### config.mk
export PLATFORM = sky130hd
export DESIGN_NAME = sprite_line_draw
export DESIGN_NICKNAME = d
export VERILOG_FILES = /design/src/rtl/sprite_line_draw.sv
export SDC_FILE = /design/constraint.sdc
export NUM_CORES = 1
export LEC_CHECK = 0
export ABC_AREA = 1
export BUFFER_PORTS_ARGS = -buffer_cell sky130_fd_sc_hd__clkbuf_2
export CAP_MARGIN = 25
export CELL_PAD_IN_SITES_DETAIL_PLACEMENT = 1
export CELL_PAD_IN_SITES_GLOBAL_PLACEMENT = 1
export CORE_MARGIN = 5
export CORE_UTILIZATION = 38
export CTS_CLUSTER_SIZE = 20
export DETAILED_ROUTE_END_ITERATION = 12
export GPL_TIMING_DRIVEN = 0
export MAX_ROUTING_LAYER = met4
export PLACE_DENSITY_LB_ADDON = 0.1
export SETUP_SLACK_MARGIN = 0.05
export SYNTH_ARGS = -nofsm -noshare
export SYNTH_HDL_FRONTEND = slang
export SYNTH_SLANG_ARGS = --single-unit
### constraint.sdc
create_clock -name clk -period 3.3 [get_ports clk]
set_clock_uncertainty 0.15 [all_clocks]
set_input_delay 0.165 -clock clk [delete_from_list [all_inputs] [get_ports clk]]
set_output_delay 0.165 -clock clk [all_outputs]
set_load 0.02 [all_outputs]
### src/rtl/sprite_line_draw.sv
// Per-scanline sprite renderer: fetches one sprite row from a 1-cycle synchronous ROM on each
// line strobe, then emits a registered pixel/drawing pair while sx crosses the sprite.
module sprite_line_draw #(
    parameter int CORDW      = 16,
    parameter int SPR_W      = 8,
    parameter int SPR_H      = 8,
    parameter int FRAMES     = 2,
    parameter int SCALE_LOG2 = 0,
    localparam int ADDRW     = $clog2(SPR_H * FRAMES),
    localparam int FRAMEW    = (FRAMES > 1) ? $clog2(FRAMES) : 1
) (
    input  logic                    clk,
    input  logic                    rst,
    input  logic                    line,
    input  logic signed [CORDW-1:0] sx,
    input  logic signed [CORDW-1:0] sy,
    input  logic signed [CORDW-1:0] sprx,
    input  logic signed [CORDW-1:0] spry,
    input  logic [FRAMEW-1:0]       frame,
    output logic [ADDRW-1:0]        rom_addr,
    input  logic [SPR_W-1:0]        rom_data,
    output logic                    pix,
    output logic                    drawing
);

    localparam int COLW = (SPR_W > 1) ? $clog2(SPR_W) : 1;
    localparam int ROWW = (SPR_H > 1) ? $clog2(SPR_H) : 1;

    // Scaled sprite extents, one bit wider than the coordinates so edge sums cannot overflow.
    localparam logic signed [CORDW:0] HS = (CORDW+1)'(SPR_H << SCALE_LOG2);
    localparam logic signed [CORDW:0] WS = (CORDW+1)'(SPR_W << SCALE_LOG2);

    typedef enum logic [2:0] {IDLE, MEM, LOAD, WAIT_POS, DRAW} state_t;

    state_t                  state;
    logic signed [CORDW-1:0] sprx_r;
    logic [SPR_W-1:0]        row_reg;

    logic signed [CORDW:0] sx_e, sy_e, spry_e, sprx_r_e;
    logic signed [CORDW:0] dy, dx;
    logic                  in_y, at_start, past_end;
    logic [ROWW-1:0]       row;
    logic [COLW-1:0]       col, pix_idx;
    logic [ADDRW-1:0]      fetch_addr;

    // Sign-extended coordinate arithmetic and row/column decode.
    always_comb begin
        sx_e       = {sx[CORDW-1], sx};
        sy_e       = {sy[CORDW-1], sy};
        spry_e     = {spry[CORDW-1], spry};
        sprx_r_e   = {sprx_r[CORDW-1], sprx_r};
        dy         = sy_e - spry_e;
        dx         = sx_e - sprx_r_e;
        in_y       = (sy_e >= spry_e) && (sy_e < spry_e + HS);
        at_start   = (sx_e >= sprx_r_e);
        past_end   = (sx_e >= sprx_r_e + WS);
        // dy/dx are only used when non-negative, so a logical shift is safe.
        row        = ROWW'($unsigned(dy) >> SCALE_LOG2);
        col        = COLW'($unsigned(dx) >> SCALE_LOG2);
        pix_idx    = COLW'(SPR_W - 1) - col;
        fetch_addr = ADDRW'(frame) * ADDRW'(SPR_H) + ADDRW'(row);
    end

    // Line FSM with registered ROM address and pixel outputs.
    always_ff @(posedge clk) begin
        if (rst) begin
            state    <= IDLE;
            rom_addr <= '0;
            sprx_r   <= '0;
            row_reg  <= '0;
            pix      <= 1'b0;
            drawing  <= 1'b0;
        end else begin
            pix     <= 1'b0;
            drawing <= 1'b0;
            if (line) begin
                // A strobe in any state restarts the line.
                if (in_y) begin
                    rom_addr <= fetch_addr;
                    sprx_r   <= sprx;
                    state    <= MEM;
                end else begin
                    state <= IDLE;
                end
            end else begin
                case (state)
                    IDLE: state <= IDLE;
                    MEM:  state <= LOAD;
                    LOAD: begin
                        row_reg <= rom_data;
                        state   <= WAIT_POS;
                    end
                    // WAIT_POS also emits so the first column is not lost on entry to DRAW.
                    WAIT_POS, DRAW: begin
                        if (past_end) begin
                            state <= IDLE;
                        end else if (at_start) begin
                            drawing <= 1'b1;
                            pix     <= row_reg[pix_idx];
                            state   <= DRAW;
                        end
                    end
                    default: state <= IDLE;
                endcase
            end
        end
    end

endmodule
Word level (Yosys, flattened, before mapping)
Cells that the tools add are included.

Word-level logic and storage cells: 39. Register bits after elaboration: 33. Bits of input ports: 76.

Muxes and demuxes: 8. Bitwise gates (word level): 3. Magnitude comparators: 5. Reduce and logical (&&, ||, !) cells: 6. $add $sub $neg: 6. Equality and inequality tests: 5.

Operators by type and width (count): $add 16x5->17 const B (2); $ge 16x16->1 (2); $ge 16x17->1 (1); $lt 16x17->1 (1); $mux 3 (3); $pmux 3 s3 (1); $eq 3x2->1 const B (2); $sub 3x3->3 (2); $reduce_or 5->1 (1); $add 4x3->4 (1); $lt 3x4->1 const B (1); $ne 4x4->1 const B (1); $reduce_and 2->1 (2); $reduce_or 4->1 (1); $bmux 1 s3 (1); $eq 3x1->1 const B (1); $eq 3x3->1 const B (1); $mux 1 (3); $not 1->1 (3); $sub 3x3->3 const A (1); $reduce_or 2->1 (1); $logic_and 1x1->1 (1).

Depth between registers and ports, before layout
Gate-level depths: netlist (run 1).

Depth in word-level cells: 5. Mapped depth: 24.

Worst setup path before layout (run 1)
OpenSTA, ideal clock, no wires.

Kind: input -> register. Start point: in spry[3]. End point: reg rom_addr[0]. Library setup time: 0.113 ns. Path buffers: 1. Data arrival time: 2.338 ns. Stages on the path: 21. Slack: 0.699 ns. Data required time: 3.037 ns. Cell sequence: ha_1 -> nand3_1 -> nor2_1 -> nand2_1 -> nor2_1 -> nand3_1 -> nor3_1 -> xor2_1 -> ha_1 -> nand2_1 -> nor2_2 -> nand2_1 -> nor2_1 -> nor2_1 -> nand3_1 -> nand2_1 -> nor2_1 -> nand2_2 -> buf_2 -> o21ai_1 -> nor2_1.

Longest elaborated chain between the ends: 4.

Ends and longest elaborated chain: from (decl) (line 18) `input logic signed [CORDW-1:0] spry,`; $add 16x5->17 (line 54) `in_y = (sy_e >= spry_e) && (sy_e < spry_e + HS);`; $lt 16x17->1 (line 54); $logic_and 1x1->1 * (line 54); $reduce_and 2->1 (no source line) *; to (signal assigned) (line 79) `rom_addr <= fetch_addr;`; to (decl) (line 20) `output logic [ADDRW-1:0] rom_addr,`.

Every way passes the cells marked *; elsewhere a longest branch is shown, timed or not. A chain may end at the register's enable or synchronous reset.

Worst setup path after layout (run 1)
Start point: reg sprx_r[3]. End point: reg state[0].

Longest elaborated chain between the ends: 5.

Ends and longest elaborated chain: from (decl) (line 36) `logic signed [CORDW-1:0] sprx_r;`; from (signal assigned) (line 80) `sprx_r <= sprx;`; $add 16x5->17 (line 56) `past_end = (sx_e >= sprx_r_e + WS);`; $ge 16x17->1 (line 56); $mux 3 (line 95) `if (past_end) begin`; $pmux 3 s3 (line 86) `case (state)`; $mux 3 (line 76) `if (line) begin`; to (signal assigned) (line 87) `IDLE: state <= IDLE;`; to (signal assigned) (line 88) `MEM: state <= LOAD;`; to (signal assigned) (line 96) `state <= IDLE;`; to (decl) (line 35) `state_t state;`.

Several ways; a longest one is shown, not always the timed one.

==> metrics.md, run 1 <==
| Metric | Value |
|---|---|
| Leak | `2.24 nW` |
| Seq/Total Area, Yosys | `19.3%` |
| Most used DFF post-synth | `dfxtp_1` |
| P&R area growth vs syn | `26.6%` |
| Fill cells | `1226` |
| Postcts setup bufs | `0` |
| I/O pin count | `82` |
| Initial antenna violation count | `0` |
| Vias in the first global route | `3911` |
| Synth async-reset ratio | `0%` |
| Multi-input logic area | `0.00244 mm2` |
| Clock tree root buffer cell | `clkbuf_8` |
| Nets | `780` |
| Die area | `0.0110 mm2` |
| Die Width | `105 um` |
| Core area | `0.00876 mm2` |
| Max frequency | `0.342 GHz` |
| Run status | `finished with violations` |
| Max FFs per register | `16` |
| Slew Viols, Final | `0` |
| Setup violators final | `0` |
| Worst Tran Pin Value | `556 ps` |
| Fin area | `0.00433 mm2` |
| Critical Path AT | `2960 ps` |
| GR Overflow Total | `0` |
| Routability cong. | `0.837` |
| Clock-pin slew on the worst setup and hold paths | `90 ps` |
| Drt drc | `0` |
| FF+latch count, synth | `33` |
| Clock Latency Late Sink | `300 ps` |
| Top-area cell type share of the netlist area | `23.4%` |
| Initial Utilization | `39.1%` |
| Area after DPL | `0.00396 mm2` |
| Top cell type by total area after synthesis | `ha_1` |
| IO buf count | `81` |
| Total CTS buffers | `5` |
| Clock Path Buffers | `2` |
| Worst VDD drop | `0.132 mV` |
| Vias | `3636` |
| CTS tree | `yes` |
| Register Area | `664 um2` |
| Number of synthesized flops with an enable pin | `0` |
| CP Launch Type | `flip-flop` |
| Post-synth top cells | `nand2_1, nor2_1, inv_1` |
| Element type at the critical path end | `flip-flop` |
| Max Cap Viol | `0` |
| Drt total wl | `9.80 mm` |
| First-pass GRT wire length | `17.1 mm` |
| Most frequent cell after synthesis | `nand2_1` |
| Required @ worst endpoint | `3330 ps` |
| Synthesized cell area | `0.00342 mm2` |
| Die Y | `105 um` |
| Setup_tns | `0 ps` |
| DRT iter0 DRCs | `61` |
| Vias/cell | `4.87` |
| H-tree depth | `2` |
| RSZ-0062 raised after global routing | `true` |
| Type of the worst min-delay path | `primary input to flip-flop` |
| Antenna Violating Nets Remaining | `0` |
| Crit path max fanout | `6` |
| FP Rows | `34` |
| GR Util All Layers | `18.8%` |
| Final hold slack | `-1.46 ps` |
| Synth cell types | `29` |
| Power density over cell area | `318 mW/mm2` |
| Part of the cycle the worst path needs | `88.7%` |
| Final hold violation count | `1` |
| Synth top area cells | `ha_1, dfxtp_1, nand2_1` |
| Setup Crit Path Kind | `flip-flop to flip-flop` |
| Failing checks | `negative hold slack` |
| Fin crit period | `2930 ps` |
| DPL Wire Length | `8.28 mm` |
| Relative slew slack | `62.9%` |
| Largest net degree at the start of global routing | `13` |
| Routed len/inst | `13.1 um` |
| Syn nets | `668` |
| Syn. warnings | `0` |
| Fraction of layout cells with a size suffix above 1 | `16.7%` |
| Ant. Diodes | `0` |
| DR pass1 iterations | `4` |
| Syn Area/Cell | `6.51 um2` |
| Syn Inst Count | `526` |
| TritonCTS Sinks | `33` |
[final cells by class]
cell class / instances / area share [%]
Buffer: 8 / 1.10
Clock inverter: 3 / 1.07
Tap cell: 108 / 3.12
Inverter: 76 / 6.58
Clock buffer: 5 / 1.59
Timing Repair Buffer: 105 / 14.9
Multi-Input combinational cell: 409 / 56.3
Sequential cell: 33 / 15.3
[per-layer routing]
layer	share of wire, %	routed length (um)	vias up	GRT usage (%)
met5	0	0	-	-
met1	41	4070	1670	20.1
met4	1.2	113	0	4.20
li1	-	-	1909	-
met3	3.2	311	7	2.53
met2	54	5310	50	36.2
[final timing paths]
check	slack, ps	end	from	depth (start not counted)
worst min-delay path	-1	row_reg[0]	rom_data[0]	3
worst max register to register	370	state[0]	sprx_r[3]	18
worst min register to register	330	row_reg[2]	row_reg[2]	2
worst max-delay path	370	state[0]	sprx_r[3]	18
[report_power, final]
| group | switching [mW] | internal (mW) |
|---|---|---|
| combinational | 0.295 | 0.225 |
| clock | 0.178 | 0.226 |
| sequential | 0.0274 | 0.427 |
[cell families after synthesis]
| group | count (synthesis) | synth area share [%] |
|---|---|---|
| mux | 1 | 0.292 |
| flops | 33 | 19.3 |
| xor+xnor | 19 | 4.86 |
| compound gates | 69 | 10.5 |
| buf+inv | 84 | 9.72 |
| simple gates | 254 | 30.8 |
| fa+ha+maj | 66 | 24.6 |
[worst max-delay path, stage by stage, from the launching register on]
cell	delay, ps
dfxtp_2	400
nand3_1	130
nor2_1	120
nand2_1	110
nor2_2	160
nand3_1	110
nor2_1	130
xor2_1	80
ha_1	300
nand2_1	80
nor2_1	210
and2_1	190
nand3b_1	100
nand4_1	120
nand2_1	60
nor2_1	130
nand3_1	100
nand2_1	90
nor2_1	50
[placed cells by master, fill, tap and decap left out, drive strengths merged]
cell type | netlist | final
nand2 | 104 | 104
nor2 | 100 | 100
clkbuf | 4 | 90
inv | 76 | 76
ha | 64 | 64
o21ai | 40 | 40
dfxtp | 33 | 33
nand3 | 29 | 29
dlygate4sd3 | 0 | 24
a21oi | 23 | 23
xor2 | 17 | 17
nor3 | 10 | 10
nand4 | 6 | 6
a21o | 4 | 4
buf | 4 | 4
xnor2 | 2 | 2
nand3b | 2 | 2
fa | 2 | 2
o21bai | 1 | 1
or2 | 1 | 1
nor3b | 1 | 1
and2 | 1 | 1
o22ai | 1 | 1
mux2i | 1 | 1
bufinv | 0 | 1
clkinv | 0 | 1
clkinvlp | 0 | 1
[metrics by stage]
step / hold WS, ps / total power [mW] / instances / setup WS [ps] / util [%]
after floorplan: 164 / 0.797 / 526 / 699 / -
after global placement: 250 / 0.938 / 715 / 140 / 45.2
final: -1.46 / 1.38 / 747 / 374 / 49.4
after global routing: 31.7 / 1.50 / 747 / 35.2 / 49.4
after CTS: 9.62 / 1.39 / 747 / 169 / 49.3
after detailed placement: 260 / 0.964 / 715 / 21.5 / 45.2
[repair_timing]
action                                  4_1_cts  5_1_grt
resized for setup                             0        6
hold buffers                                 24        0
hold endpoints to repair                     24        0
endpoints found under the setup margin        0        8
No activity file was read; power rests on OpenSTA's default activity.
==> run 2: changes to the inputs <==
--- a/config.mk
+++ b/config.mk
@@ -5,13 +5,12 @@
 export SDC_FILE = /design/constraint.sdc
 export NUM_CORES = 1
 export LEC_CHECK = 0
-export ABC_AREA = 1
 export BUFFER_PORTS_ARGS = -buffer_cell sky130_fd_sc_hd__clkbuf_2
 export CAP_MARGIN = 25
 export CELL_PAD_IN_SITES_DETAIL_PLACEMENT = 1
 export CELL_PAD_IN_SITES_GLOBAL_PLACEMENT = 1
 export CORE_MARGIN = 5
-export CORE_UTILIZATION = 38
+export CORE_UTILIZATION = 41
 export CTS_CLUSTER_SIZE = 20
 export DETAILED_ROUTE_END_ITERATION = 12
 export GPL_TIMING_DRIVEN = 0
==> run 2 against run 1 <==
The run now ends clean. Critical path depth down 6. Clock power decreased by 21%. Critical endpoint unchanged. Worst hold slack better by 9.9 ps. Flip-flop and latch count is the same. Die area fell by 5.9%. Critical path type unchanged. Sequential power is 4.6% lower. Clock-buffer cell count is 1 higher. Final area about the same.
==> metrics.md, run 2 <==
| Metric | Value |
|---|---|
| Clock Path Buffers | `2` |
| Top-area cell type share of the netlist area | `23.2%` |
| Critical Path AT | `3110 ps` |
| First-pass GRT wire length | `15.9 mm` |
| Setup Crit Path Kind | `flip-flop to flip-flop` |
| Synth async-reset ratio | `0%` |
| Setup violators final | `0` |
| Compound-gate portion of the synthesized area | `12.6%` |
| Die Width | `102 um` |
| GR Util All Layers | `19.8%` |
| Top cell type by total area after synthesis | `ha_1` |
| Vias/cell | `5.22` |
| Max FFs per register | `16` |
| Die Y | `102 um` |
| CTS tree | `yes` |
| Max Cap Viol | `0` |
| Largest net degree at the start of global routing | `11` |
| Total CTS buffers | `5` |
| Post-Synth XOR/XNOR Area | `6.34%` |
| Run status | `finished, final reports clean` |
| Fin crit period | `3080 ps` |
| I/O pin count | `82` |
| Clock Latency Late Sink | `280 ps` |
| Postcts setup bufs | `0` |
| Clock tree root buffer cell | `clkbuf_8` |
| Die area | `0.0104 mm2` |
| H-tree depth | `2` |
| Post-synth top cells | `ha_1, inv_1, nand2b_1` |
| FP Rows | `33` |
| Synth top area cells | `ha_1, dfxtp_1, nand2b_1` |
| Final Util | `52.7%` |
| Final Worst Setup Slack | `224 ps` |
| DR pass1 iterations | `4` |
| Fill cells | `1028` |
| Most frequent cell after synthesis | `ha_1` |
| Vias | `3269` |
| Element type at the critical path end | `flip-flop` |
| Syn Area/Cell | `8.41 um2` |
| GR Overflow Total | `0` |
| Commonest non-fill, non-tap cell in the layout | `clkbuf_2` |
| Setup_tns | `0 ps` |
| Clock-pin slew on the worst setup and hold paths | `70 ps` |
| TritonCTS Sinks | `33` |
| Power density over cell area | `264 mW/mm2` |
| Initial antenna violation count | `1` |
| Syn Inst Count | `411` |
| Fraction of layout cells with a size suffix above 1 | `21.3%` |
| Max frequency | `0.325 GHz` |
| Leak | `1.90 nW` |
| Commonest non-fill, non-tap cells in the layout | `clkbuf_2, ha_1, inv_1` |
| IO buf count | `81` |
| Routed len/inst | `15.1 um` |
| Setup WS pre-CTS | `-171 ps` |
| Slew Viols, Final | `0` |
| CP Launch Type | `flip-flop` |
| Final hold violation count | `0` |
| Antenna Violating Nets Remaining | `0` |
| Type of the worst min-delay path | `primary input to flip-flop` |
| Met1 WL | `4.40 mm` |
| Mux contribution to synthesized area | `8.04%` |
| Synth cell types | `54` |
| Worst VDD drop | `0.131 mV` |
| Crit path max fanout | `6` |
| RSZ-0062 raised after global routing | `false` |
| Relative slew slack | `45.2%` |
| Final hold slack | `8.43 ps` |
| P&R area growth vs syn | `25.5%` |
| Adder-cell share of the synthesized area | `24.3%` |
| DR WL met2 | `4.60 mm` |
| DRT iter0 DRCs | `81` |
| Most used DFF post-synth | `dfxtp_1` |
| Required @ worst endpoint | `3330 ps` |
| Initial Utilization | `42.0%` |
| FF+latch count, synth | `33` |
| Drt total wl | `9.44 mm` |
| Nets | `662` |
| Number of synthesized flops with an enable pin | `0` |
| Synthesized cell area | `0.00345 mm2` |
| DPL Wire Length | `8.04 mm` |
| Core area | `0.00822 mm2` |
| Worst Tran Pin Value | `820 ps` |
| Seq/Total Area, Yosys | `19.1%` |
| Routability cong. | `0.862` |
| Syn nets | `553` |
| Tot Pwr | `1.14 mW` |
| Vias in the first global route | `3480` |
| Largest family of logic cells by synthesized area | `adder cells` |
| Syn. warnings | `0` |
| Post-synthesis simple-gate area fraction | `23.7%` |
| Met3 WL post-DR | `323 um` |
| Drt drc | `0` |
| DR top layer | `met4` |
| Part of the cycle the worst path needs | `93.2%` |
==> run 2: changes by cell type after synthesis, moves of 5 or more <==
| cell | before | now |
|---|---|---|
| nand2_1 | 103 | 27 |
| nor2_1 | 99 | 17 |
| xor2_1 | 17 | 1 |
| xnor2_1 | 2 | 24 |
| mux2i_1 | 1 | 18 |
| nor2b_1 | 0 | 7 |
| and3_1 | 0 | 5 |
| inv_1 | 74 | 43 |
| o21ai_1 | 21 | 0 |
| o21ai_0 | 19 | 12 |
| nand2b_1 | 0 | 37 |
| nand3_1 | 29 | 20 |
| a211oi_1 | 0 | 6 |
==> run 2: area by class of cell <==
| class | count | area, um2 | share of cell area, % |
|---|---|---|---|
| clock buffer | 6 | 82.6 | 1.91 |
| sequential | 33 | 663 | 15.3 |
| timing repair buffer | 102 | 616 | 14.2 |
| antenna | 1 | 2.50 | 0.0577 |
| tap | 105 | 131 | 3.03 |
| multi-input combinational | 327 | 2630 | 60.7 |
| clock inverter | 1 | 7.51 | 0.173 |
| buffer | 8 | 41.3 | 0.953 |
| inverter | 43 | 161 | 3.72 |
==> run 2: logic make-up after synthesis <==
family | count (synthesis)
xor gates and xnor gates | 25
DFF | 33
muxes | 24
AOI/OAI and AO/OA | 65
buffers and inverters | 51
adders and majority gates | 66
and+or+nand+nor | 147
==> run 2: critical path, cell delays in order, from the launching register on <==
cell	delay, ps
dfxtp_2	390
and3_4	230
and3_4	200
nand3_2	120
nor3_4	180
xnor2_1	90
ha_1	300
nand4_1	170
or3_1	350
o311a_1	340
nand4_1	130
a21oi_4	90
a22o_1	220
==> run 2: path summary, 6_finish.rpt <==
kind | start | end | slack [ps] | cells past startpoint
max reg2reg | sprx_r[5] | state[0] | 220 | 12
max | sprx_r[5] | state[0] | 220 | 12
min reg2reg | row_reg[7] | row_reg[7] | 310 | 2
min | sprx[5] | sprx_r[5] | 8 | 3
==> run 2: repair_timing <==
item                                   CTS  global route
setup endpoints to repair                5             5
pin swaps                                2             1
endpoints found under the hold margin   21             0
resized for setup                        5             5
hold buffers                            21             0
==> run 2: stage by stage <==
step	std cells	instance area, um2
3_5_place_dp	597	3990
6_report	626	4330
4_1_cts	625	4310
3_3_place_gp	597	3990
2_1_floorplan	411	3450
5_1_grt	626	4330
==> run 2: metal layers <==
layer  vias to the layer above  track usage [%]
met3                        11             2.82
li1                       1669                -
met2                        57             34.2
met1                      1532             24.2
met5                         -                -
met4                         0             4.70
==> run 2: report_power, final <==
| group | internal [mW] | total, mW | switching (mW) |
|---|---|---|---|
| clock network | 0.165 | 0.319 | 0.154 |
| logic | 0.192 | 0.391 | 0.199 |
| registers | 0.414 | 0.433 | 0.0186 |
